$ cat src/rtl/rect_draw_scheduler_pkg.sv
// Shared types for the rectangle draw scheduler: command layout,
// screen limits and sequencer states.
package draw_pkg;

    localparam int X_W   = 10;
    localparam int Y_W   = 10;
    localparam int W_W   = 10;
    localparam int H_W   = 10;
    localparam int C_W   = 12;
    localparam int CMD_W = X_W + Y_W + W_W + H_W + C_W;

    localparam logic [X_W-1:0] H_RES = 10'd640;
    localparam logic [Y_W-1:0] V_RES = 10'd480;

    typedef struct packed {
        logic [X_W-1:0] x;
        logic [Y_W-1:0] y;
        logic [W_W-1:0] w;
        logic [H_W-1:0] h;
        logic [C_W-1:0] color;
    } rect_cmd_t;

    typedef enum logic [1:0] {
        IDLE      = 2'd0,
        ISSUE     = 2'd1,
        WAIT_DONE = 2'd2
    } state_t;

    // Empty or fully off-screen rectangles draw nothing.
    function automatic logic cmd_rejected(input rect_cmd_t c);
        return (c.w == '0) || (c.h == '0) ||
               (c.x >= H_RES) || (c.y >= V_RES);
    endfunction

endpackage

$ cat src/rtl/rect_draw_scheduler_if.sv
// Requester command bus and engine command/handshake bundle.
// slave = scheduler side, master = requesters plus engine side.
interface rect_draw_scheduler_if #(
    parameter int NUM_REQ = 4
);
    import draw_pkg::*;

    logic [NUM_REQ-1:0]       req_valid;
    logic [NUM_REQ-1:0]       req_ready;
    logic [NUM_REQ*CMD_W-1:0] req_cmd;

    logic [X_W-1:0] eng_rect_x;
    logic [Y_W-1:0] eng_rect_y;
    logic [W_W-1:0] eng_rect_width;
    logic [H_W-1:0] eng_rect_height;
    logic [C_W-1:0] eng_rect_color;
    logic           eng_draw_start;
    logic           eng_drawing_done;

    modport slave (
        input  req_valid,
        input  req_cmd,
        output req_ready,
        output eng_rect_x,
        output eng_rect_y,
        output eng_rect_width,
        output eng_rect_height,
        output eng_rect_color,
        output eng_draw_start,
        input  eng_drawing_done
    );

    modport master (
        output req_valid,
        output req_cmd,
        input  req_ready,
        input  eng_rect_x,
        input  eng_rect_y,
        input  eng_rect_width,
        input  eng_rect_height,
        input  eng_rect_color,
        input  eng_draw_start,
        output eng_drawing_done
    );

endinterface

$ cat src/rtl/rect_draw_scheduler_fifo.sv
// Synchronous command FIFO; DEPTH must be a power of two (>= 2)
// so the read/write pointers wrap on their own.
module draw_cmd_fifo
    import draw_pkg::*;
#(
    parameter int DEPTH = 4
) (
    input  logic                   clk,
    input  logic                   reset_n,
    input  logic                   push,
    input  rect_cmd_t              din,
    input  logic                   pop,
    output rect_cmd_t              dout,
    output logic                   full,
    output logic                   empty,
    output logic [$clog2(DEPTH):0] level
);

    localparam int AW = $clog2(DEPTH);
    localparam logic [AW:0] LVL_FULL = (AW+1)'(DEPTH);

    rect_cmd_t       r_mem [DEPTH];
    logic [AW-1:0]   r_wr_ptr;
    logic [AW-1:0]   r_rd_ptr;
    logic [AW:0]     r_level;
    logic            w_wr_en;
    logic            w_rd_en;

    assign full    = (r_level == LVL_FULL);
    assign empty   = (r_level == '0);
    assign level   = r_level;
    assign dout    = r_mem[r_rd_ptr];
    assign w_wr_en = push && !full;
    assign w_rd_en = pop && !empty;

    always_ff @(posedge clk) begin
        if (w_wr_en) begin
            r_mem[r_wr_ptr] <= din;
        end
    end

    always_ff @(posedge clk or negedge reset_n) begin
        if (!reset_n) begin
            r_wr_ptr <= '0;
            r_rd_ptr <= '0;
            r_level  <= '0;
        end else begin
            if (w_wr_en) begin
                r_wr_ptr <= r_wr_ptr + 1'b1;
            end
            if (w_rd_en) begin
                r_rd_ptr <= r_rd_ptr + 1'b1;
            end
            case ({w_wr_en, w_rd_en})
                2'b10:   r_level <= r_level + 1'b1;
                2'b01:   r_level <= r_level - 1'b1;
                default: r_level <= r_level;
            endcase
        end
    end

endmodule

$ cat src/rtl/rect_draw_scheduler.sv
// Round-robin sharing of one rectangle engine between NUM_REQ requesters.
// Define FRAME_CLEAR_EN to add a per-frame background clear ahead of queued work.
module rect_draw_scheduler
    import draw_pkg::*;
#(
    parameter int NUM_REQ = 4,
    parameter int DEPTH   = 4,
    parameter int TIMEOUT = 20'hFFFFF
) (
    input  logic                    clk,
    input  logic                    reset_n,
    rect_draw_scheduler_if.slave    bus,
    input  logic                    frame_start,
    input  logic [C_W-1:0]          bg_color,
    output logic                    busy,
    output logic [$clog2(DEPTH):0]  fifo_level,
    output logic [7:0]              drop_count,
    output logic                    timeout_err
);

    localparam int IW = (NUM_REQ > 1) ? $clog2(NUM_REQ) : 1;
    localparam int TW = $clog2(TIMEOUT + 1);
    localparam logic [TW-1:0] WD_LAST = TW'(TIMEOUT - 1);

    state_t                  r_state;
    rect_cmd_t               r_eng;
    logic                    r_start;
    logic                    r_tmo;
    logic [TW-1:0]           r_wdog;
    logic [IW-1:0]           r_rr_ptr;
    logic [7:0]              r_drop;

    logic                    w_gnt_vld;
    logic [IW-1:0]           w_gnt_idx;
    logic [IW-1:0]           w_rr_nxt;
    rect_cmd_t               w_gnt_cmd;
    logic                    w_rej;
    logic                    w_push;
    logic                    w_pop;
    logic                    w_full;
    logic                    w_empty;
    rect_cmd_t               w_head;
    logic [$clog2(DEPTH):0]  w_level;
    logic                    w_load;
    rect_cmd_t               w_load_cmd;
    logic                    w_wd_expire;

    // Lower-priority wrap-around group first, then the group at/after rr_ptr overrides.
    always_comb begin
        w_gnt_vld = 1'b0;
        w_gnt_idx = '0;
        w_gnt_cmd = '0;
        for (int i = NUM_REQ - 1; i >= 0; i--) begin
            if (bus.req_valid[i] && (IW'(i) < r_rr_ptr)) begin
                w_gnt_vld = 1'b1;
                w_gnt_idx = IW'(i);
                w_gnt_cmd = bus.req_cmd[i*CMD_W +: CMD_W];
            end
        end
        for (int i = NUM_REQ - 1; i >= 0; i--) begin
            if (bus.req_valid[i] && (IW'(i) >= r_rr_ptr)) begin
                w_gnt_vld = 1'b1;
                w_gnt_idx = IW'(i);
                w_gnt_cmd = bus.req_cmd[i*CMD_W +: CMD_W];
            end
        end
        if (w_full) begin
            w_gnt_vld = 1'b0;
        end
    end

    always_comb begin
        bus.req_ready = '0;
        for (int i = 0; i < NUM_REQ; i++) begin
            bus.req_ready[i] = w_gnt_vld && (w_gnt_idx == IW'(i));
        end
    end

    assign w_rr_nxt = (w_gnt_idx == IW'(NUM_REQ - 1)) ? '0 : w_gnt_idx + 1'b1;
    assign w_rej    = cmd_rejected(w_gnt_cmd);
    assign w_push   = w_gnt_vld && !w_rej;

    always_ff @(posedge clk or negedge reset_n) begin
        if (!reset_n) begin
            r_rr_ptr <= '0;
            r_drop   <= '0;
        end else if (w_gnt_vld) begin
            r_rr_ptr <= w_rr_nxt;
            if (w_rej && (r_drop != 8'hFF)) begin
                r_drop <= r_drop + 8'd1;
            end
        end
    end

    draw_cmd_fifo #(
        .DEPTH (DEPTH)
    ) u_fifo (
        .clk     (clk),
        .reset_n (reset_n),
        .push    (w_push),
        .din     (w_gnt_cmd),
        .pop     (w_pop),
        .dout    (w_head),
        .full    (w_full),
        .empty   (w_empty),
        .level   (w_level)
    );

    assign w_wd_expire = (r_state == WAIT_DONE) && !bus.eng_drawing_done &&
                         (r_wdog == WD_LAST);

`ifdef FRAME_CLEAR_EN
    logic r_clr_pend;
    logic r_clr_act;
    logic w_draw_end;

    assign w_draw_end = (r_state == WAIT_DONE) &&
                        (bus.eng_drawing_done || (r_wdog == WD_LAST));
    assign w_load     = r_clr_pend || !w_empty;
    assign w_load_cmd = r_clr_pend ?
                        '{x: '0, y: '0, w: H_RES, h: V_RES, color: bg_color} :
                        w_head;
    assign w_pop      = (r_state == IDLE) && !w_empty && !r_clr_pend;
`else
    logic w_unused_clr;

    assign w_unused_clr = frame_start ^ (^bg_color);
    assign w_load       = !w_empty;
    assign w_load_cmd   = w_head;
    assign w_pop        = (r_state == IDLE) && !w_empty;
`endif

    always_ff @(posedge clk or negedge reset_n) begin
        if (!reset_n) begin
            r_state <= IDLE;
            r_eng   <= '0;
            r_start <= 1'b0;
            r_tmo   <= 1'b0;
            r_wdog  <= '0;
`ifdef FRAME_CLEAR_EN
            r_clr_pend <= 1'b0;
            r_clr_act  <= 1'b0;
`endif
        end else begin
            r_start <= 1'b0;
            unique case (r_state)
                IDLE: begin
                    if (w_load) begin
                        r_eng   <= w_load_cmd;
                        r_start <= 1'b1;
                        r_state <= ISSUE;
                    end
                end
                ISSUE: begin
                    r_wdog  <= '0;
                    r_state <= WAIT_DONE;
                end
                WAIT_DONE: begin
                    if (bus.eng_drawing_done) begin
                        r_state <= IDLE;
                    end else if (w_wd_expire) begin
                        r_tmo   <= 1'b1;
                        r_state <= IDLE;
                    end else begin
                        r_wdog <= r_wdog + 1'b1;
                    end
                end
                default: r_state <= IDLE;
            endcase
`ifdef FRAME_CLEAR_EN
            // Flag stays set for the whole clear so repeat pulses fold into it.
            if (w_draw_end && r_clr_act) begin
                r_clr_pend <= 1'b0;
                r_clr_act  <= 1'b0;
            end else if (frame_start) begin
                r_clr_pend <= 1'b1;
            end
            if ((r_state == IDLE) && r_clr_pend) begin
                r_clr_act <= 1'b1;
            end
`endif
        end
    end

    assign bus.eng_rect_x      = r_eng.x;
    assign bus.eng_rect_y      = r_eng.y;
    assign bus.eng_rect_width  = r_eng.w;
    assign bus.eng_rect_height = r_eng.h;
    assign bus.eng_rect_color  = r_eng.color;
    assign bus.eng_draw_start  = r_start;

    assign busy        = (r_state != IDLE) || !w_empty;
    assign fifo_level  = w_level;
    assign drop_count  = r_drop;
    assign timeout_err = r_tmo;

endmodule

$ cat src/flat_wrapper.sv
// flat-port wrapper written by rule: the top's interface ports become plain ports
module rect_draw_scheduler_flat import draw_pkg::*;
#(
    parameter int NUM_REQ = 4,
    parameter int DEPTH   = 4,
    parameter int TIMEOUT = 20'hFFFFF
)
  (clk, reset_n, frame_start, bg_color, busy, fifo_level, drop_count, timeout_err, bus_req_valid, bus_req_cmd, bus_req_ready, bus_eng_rect_x, bus_eng_rect_y, bus_eng_rect_width, bus_eng_rect_height, bus_eng_rect_color, bus_eng_draw_start, bus_eng_drawing_done);
  rect_draw_scheduler_if #(.NUM_REQ(NUM_REQ)) bus_i ();
  input  logic clk;
  input  logic reset_n;
  input  logic frame_start;
  input  logic [C_W-1:0] bg_color;
  output logic busy;
  output logic [$clog2(DEPTH):0] fifo_level;
  output logic [7:0] drop_count;
  output logic timeout_err;
  input wire logic [$bits(bus_i.req_valid)-1:0] bus_req_valid;
  input wire logic [$bits(bus_i.req_cmd)-1:0] bus_req_cmd;
  output wire logic [$bits(bus_i.req_ready)-1:0] bus_req_ready;
  output wire logic [$bits(bus_i.eng_rect_x)-1:0] bus_eng_rect_x;
  output wire logic [$bits(bus_i.eng_rect_y)-1:0] bus_eng_rect_y;
  output wire logic [$bits(bus_i.eng_rect_width)-1:0] bus_eng_rect_width;
  output wire logic [$bits(bus_i.eng_rect_height)-1:0] bus_eng_rect_height;
  output wire logic [$bits(bus_i.eng_rect_color)-1:0] bus_eng_rect_color;
  output wire logic [$bits(bus_i.eng_draw_start)-1:0] bus_eng_draw_start;
  input wire logic [$bits(bus_i.eng_drawing_done)-1:0] bus_eng_drawing_done;
  assign bus_i.req_valid = bus_req_valid;
  assign bus_i.req_cmd = bus_req_cmd;
  assign bus_req_ready = bus_i.req_ready;
  assign bus_eng_rect_x = bus_i.eng_rect_x;
  assign bus_eng_rect_y = bus_i.eng_rect_y;
  assign bus_eng_rect_width = bus_i.eng_rect_width;
  assign bus_eng_rect_height = bus_i.eng_rect_height;
  assign bus_eng_rect_color = bus_i.eng_rect_color;
  assign bus_eng_draw_start = bus_i.eng_draw_start;
  assign bus_i.eng_drawing_done = bus_eng_drawing_done;
  rect_draw_scheduler #(.NUM_REQ(NUM_REQ), .DEPTH(DEPTH), .TIMEOUT(TIMEOUT)) u_core (.clk(clk), .reset_n(reset_n), .bus(bus_i), .frame_start(frame_start), .bg_color(bg_color), .busy(busy), .fifo_level(fifo_level), .drop_count(drop_count), .timeout_err(timeout_err));
endmodule
$ cat config.mk
export PLATFORM = sky130hd
export DESIGN_NAME = rect_draw_scheduler_flat
export DESIGN_NICKNAME = d
export VERILOG_FILES = /design/src/rtl/rect_draw_scheduler_pkg.sv /design/src/rtl/rect_draw_scheduler_if.sv /design/src/rtl/rect_draw_scheduler_fifo.sv /design/src/rtl/rect_draw_scheduler.sv /design/src/flat_wrapper.sv
export SDC_FILE = /design/constraint.sdc
export NUM_CORES = 1
export LEC_CHECK = 0
export CORE_AREA = 2 2 193 176
export DETAILED_ROUTE_END_ITERATION = 10
export DIE_AREA = 0 0 195 178
export PLACE_DENSITY = 0.82
export SLEW_MARGIN = 15
export SYNTH_ARGS = -nofsm -noshare
export SYNTH_HDL_FRONTEND = slang
export SYNTH_SLANG_ARGS = --single-unit
$ cat constraint.sdc
create_clock -name clk -period 9.9 [get_ports clk]
set_input_delay 1.98 -clock clk [delete_from_list [all_inputs] [get_ports clk]]
set_output_delay 1.98 -clock clk [all_outputs]
set_load 0.005 [all_outputs]
; ---- After elaboration in Yosys (flattened, before gate mapping)
; Memory sizes are Yosys's and may differ from the RTL's. A register that Yosys moved wholly into a read port is not among the register bits.
; Cells that the tools add are included.
; Widths: inputs -> output; s select.
[word_totals]
ff_bits = 41
ram_bits = 208
output_inout_bits = 70
wordCells = 122
n_memories = 1
[classes]
addsub = 7
n_lt_le_gt_ge = 10
n_eq_ne = 14
muxes = 38
bitwise = 2
reduce_logical = 41
[mem_list]
columns = name, depth, width, rd, rd_ports_with_merged_regs, write_ports, line_no
row1 = u_core.u_fifo.r_mem, 4, 52, 1, 1, 1, rect_draw_scheduler_fifo.sv:22  ; rect_cmd_t r_mem [DEPTH];
[ops]
columns = cell, count
row1 = $mux 52, 8
row2 = $mux 20, 2
row3 = $pmux 20 s2, 1
row4 = $mux 2, 12
row5 = $add 20x1->20 const B, 1
row6 = $eq 20x20->1 const B, 1
row7 = $logic_not 10->1, 2
row8 = $logic_and 1x1->1, 19
row9 = $mux 1, 13
row10 = $ge 10x10->1 const B, 1
row11 = $ge 10x9->1 const B, 1
row12 = $add 8x1->8 const B, 1
row13 = $eq 2x2->1 const B, 4
row14 = $ne 8x8->1 const B, 1
row15 = $add 2x1->2 const B, 3
row16 = $eq 2x1->1 const B, 3
row17 = $ne 2x2->1 const B, 3
row18 = $pmux 2 s3, 1
row19 = $pmux 3 s2, 1
row20 = $reduce_and 2->1, 3
row21 = $reduce_and 3->1, 2
row22 = $reduce_bool 2->1, 3
row23 = $logic_not 1->1, 5
row24 = $ge 1x2->1 const A, 2
row25 = 11 further kinds, 19

; ---- Logic depth before layout (Yosys ltp)
[logic_depth]
depth_word = 19
depth_mapped = 19

; ---- By module
; From an unflattened synthesis, not the netlist that was laid out.
[hier_totals]
cells_unflattened = 1144
hier_area_um2 = 14856.7
[by_module_without_submodules]
columns = module, instances, cells_each, area_per_inst_um2, seq_area_each_um2
row1 = draw_cmd_fifo, 1, 309, 7995.2, 6421.2
row2 = rect_draw_scheduler, 1, 835, 6861.6, 2152.1

; ---- Worst setup path after synthesis
; No wires, ideal clock.
[synth_path]
kind = input-to-output
from = input port bus_req_valid[3]
to = output port bus_req_ready[2]
arrival_time_ps = 4013
required_time_ps = 7920
slack_ps = 3907
stages = 9
n_path_buf = 4
path_cell_list = clkbuf_1 > clkbuf_1 > buf_1 > clkbuf_1 > o21ai_0 > a221oi_1 > inv_1 > ha_1 > and2_1
[synth_via]
elab_chain_cells = 11
[synth_rtl]
columns = item, line_no
row1 = from (decl), flat_wrapper.sv:18  ; input wire logic [$bits(bus_i.req_valid)-1:0] bus_req_valid;
row2 = $logic_and 1x1->1, rect_draw_scheduler.sv:54  ; if (bus.req_valid[i] && (IW'(i) < r_rr_ptr)) begin
row3 = $mux 2 / $mux 1 (equally long branches) (4 in series), rect_draw_scheduler.sv:54
row4 = $mux 2 / $mux 1 (equally long branches) (4 in series), rect_draw_scheduler.sv:61  ; if (bus.req_valid[i] && (IW'(i) >= r_rr_ptr)) begin
row5 = $eq 2x2->1 / $mux 1 (equally long branches), "rect_draw_scheduler.sv:75, rect_draw_scheduler.sv:67"
row6 = $logic_and 1x1->1 *, rect_draw_scheduler.sv:75  ; bus.req_ready[i] = w_gnt_vld && (w_gnt_idx == IW'(i));
row7 = to (decl), flat_wrapper.sv:20  ; output wire logic [$bits(bus_i.req_ready)-1:0] bus_req_ready;
; Every way passes the cells marked *; elsewhere a longest branch is shown, timed or not.

; ---- Final worst setup path
[layout_path]
from = input port bus_req_valid[0]
to = output port bus_req_ready[3]
[layout_via]
elab_chain_cells = 8
[layout_rtl]
columns = item, line_no
row1 = $logic_and 1x1->1, rect_draw_scheduler.sv:54
row2 = $mux 2 / $mux 1 (equally long branches), rect_draw_scheduler.sv:54
row3 = $mux 2 / $mux 1 (equally long branches) (4 in series), rect_draw_scheduler.sv:61
row4 = $eq 2x2->1 / $mux 1 (equally long branches), "rect_draw_scheduler.sv:75, rect_draw_scheduler.sv:67"
row5 = $logic_and 1x1->1 *, rect_draw_scheduler.sv:75
; Marks and branches as above.

==> out/qor.txt <==
status: finished, final reports clean
max-cap violations: 0
Crit Path Max Fanout: 23
RSZ-0062 raised after global routing: no
Yosys warning count: 0
TritonRoute pass-1 iters: 6
Worst Setup End Kind: output pin
Reg2Reg Depth: 17
period utilization: 75.9%
Setup crit start kind: input port
Setup crit start: bus_req_valid[0]
maximum VDD drop: 0.202 mV
commonest non-fill, non-tap cell in the layout: clkdlybuf4s50_1
total grt overflow: 0
clk_skew: 0.0154 ns
via-per-instance ratio: 5.97
Hold Buf Count CTS: 0
Area after DPL: 17800 µm²
Post-Syn Area: 14600 µm²
largest net degree at the start of global routing: 80
Initial Utilization: 44.7%
hold_ws: 0.463 ns
clk_lat worst skew: 0.56 ns
Crit Reg-Reg Endpoint: u_core.u_fifo.level[2]
share of cells above drive strength 1: 10.1%
vias in the first global route: 11400
async set-reset flop share out of synthesis: 30.9%
final instance area: 18800 µm²
Setup crit end: bus_req_ready[3]
CTS tree: done
Post-Syn Area per Cell: 11.8 µm²
die height: 178 µm
PnR worst setup slack: 2.38 ns
Mapped Nets: 1477
Iter 0 DRT Violations: 1376
initial antenna violation count: 3
DR vias: 11500
Final Max Slew Viols: 0
gr usage total: 24.9%
nets@finish: 1727
worst-margin pin slew: 1.17 ns
R2R Path Start: u_core.r_rr_ptr[1]
Avg WL per Cell: 22.9 µm
Die Width: 195 µm
Setup WS pre-CTS: 2.25 ns
Core Region: 32600 µm²
Reg clk slew, reported paths: 0.06 ns
Port Buffers: 284
Rows: 63
first-pass GRT wire length: 66600 µm
Max Root-Sink Buffers: 3
minimum clock period: 7.52 ns
Pwr Density: 291 nW/µm²
post-synthesis cell count: 1236
setup TNS: 0 ns
Num Clock Sinks: 301
die area: 34700 µm²
Worst Path Required: 7.92 ns
Hold Vio Cnt, Final: 0
Root Driver: clkbuf_16
sequential fraction of the synthesis area: 58.8%
Rel. slew slack: 22.1%
EDFF count, synth: 208
final setup fails: 0
Lkg Pwr: 7.03 nW
Routed Antenna Nets: 0
final wirelength: 44200 µm
Highest Clock Rate: 133 MHz
CP Data Arrival Time: 5.54 ns
Hold/Removal Path Class: flop to flop
htree depth: 1
type of the worst setup path: input port to output pin
#FFs+latches synth: 301
Netlist cell types: 76
# IOs: 298
number of buffers created by CTS: 29
dpl hpwl: 30200 µm
most frequent cells in the layout: clkdlybuf4s50_1 (282), nand2_1 (233), edfxtp_1 (208)
predominant post-synthesis flop cell: edfxtp_1
gp weighted congestion: 0.931
Remaining DRCs: 0
P&R area growth vs syn: 28.7%
flop2flop setup slack: 4.51 ns
Layout Utilization: 57.5%
postcts setup bufs: 0
post-cts sizing count: 0
synthesized netlist by cell type, types with 5 or more instances:
cell type | number | area [µm²]
clkbuf_1 | 59 | 221
a21o_1 | 6 | 45.0
a211oi_1 | 6 | 45.0
nand3_1 | 36 | 180
nand4_1 | 5 | 31.3
xor2_1 | 23 | 201
buf_1 | 13 | 48.8
nor2_1 | 70 | 263
o21ai_0 | 59 | 295
a221o_1 | 16 | 160
nand2b_1 | 10 | 62.6
and2_1 | 7 | 43.8
o21a_1 | 9 | 67.6
a21oi_1 | 59 | 295
and3_1 | 33 | 206
edfxtp_1 | 208 | 6250
buf_4 | 5 | 37.5
nor3_1 | 52 | 260
or3_1 | 7 | 43.8
mux4_2 | 52 | 1170
ha_1 | 12 | 150
a221oi_1 | 30 | 263
nor2b_1 | 12 | 75.1
nand2_1 | 233 | 875
o211ai_1 | 6 | 45.0
inv_1 | 16 | 60.1
dfrtp_1 | 93 | 2330
xnor2_1 | 7 | 61.3
o221ai_1 | 5 | 43.8
buf_2 | 10 | 50.1
critical path, stage by stage:
cell and delay, ns:
clkdlybuf4s50_1 1.03, nand2b_1 0.47, a21oi_4 0.55, buf_4 0.45, or2_2 0.21, inv_1 0.06
ha_1 0.18, and2_1 0.14, clkdlybuf4s50_1 0.44
routing by layer:
metal | vias up | track usage [%] | wire (µm)
met1 | 5585 | 33.9 | 17800
li1 | 5102 | - | -
met2 | 723 | 39.2 | 20300
met4 | 4 | 9.76 | 1750
met5 | - | 0 | 23
met3 | 114 | 5.77 | 4310
cell type report:
class | count | area (µm²)
Timing Repair Buffer | 309 | 3040
Inverter | 19 | 71.3
Sequential cell | 301 | 8580
Clock inverter | 17 | 185
Multi-Input combinational cell | 826 | 5580
Tap cell | 422 | 528
Fill cell | 2620 | 13900
Antenna cell | 1 | 2.50
Clock buffer | 37 | 776
how the worst min path moves through the flow:
stage	slack (ns)	cells past startpoint	endpoint	startpoint
after floorplan	0.45	1	u_core.timeout_err	u_core.timeout_err
after global placement	0.45	1	u_core.timeout_err	u_core.timeout_err
after detailed placement	0.46	1	u_core.timeout_err	u_core.timeout_err
after CTS	0.47	1	u_core.timeout_err	u_core.timeout_err
after global routing	0.48	1	u_core.timeout_err	u_core.timeout_err
final	0.46	1	u_core.timeout_err	u_core.timeout_err
through the flow:
| stage | total power, W | cells |
|---|---|---|
| after floorplan | 0.00338 | 1236 |
| after global placement | 0.00424 | 1875 |
| after detailed placement | 0.00433 | 1875 |
| after CTS | 0.00544 | 1929 |
| after global routing | 0.00573 | 1932 |
| final | 0.00545 | 1932 |
registers in the layout, summed over array words and instances (netlist names), 2 cells and up:
register	count
u_core.bus.eng_rect_color	12
u_core.bus.eng_rect_height	10
u_core.bus.eng_rect_width	10
u_core.bus.eng_rect_x	10
u_core.bus.eng_rect_y	10
u_core.drop_count	8
u_core.r_rr_ptr	2
u_core.r_state	2
u_core.r_wdog	20
u_core.u_fifo.level	3
u_core.u_fifo.r_mem	208
u_core.u_fifo.r_rd_ptr	2
u_core.u_fifo.r_wr_ptr	2
report_power, final:
group,internal [W],leakage [nW],switching [W]
clock,0.000636,0.450,0.000480
sequential,0.00188,3.07,0.000196
combinational,0.000944,3.51,0.00131
total,0.00346,7.03,0.00199
logic make-up after synthesis:
group | count (synthesis) | share of synthesized area (%)
simple gates | 490 | 15.6
flops | 301 | 58.8
xor+xnor | 30 | 1.80
buf+inv | 109 | 3.09
fa+ha+maj | 13 | 1.17
compound gates | 238 | 11.3
mux | 55 | 8.28
(Power assumes the default switching activity.)
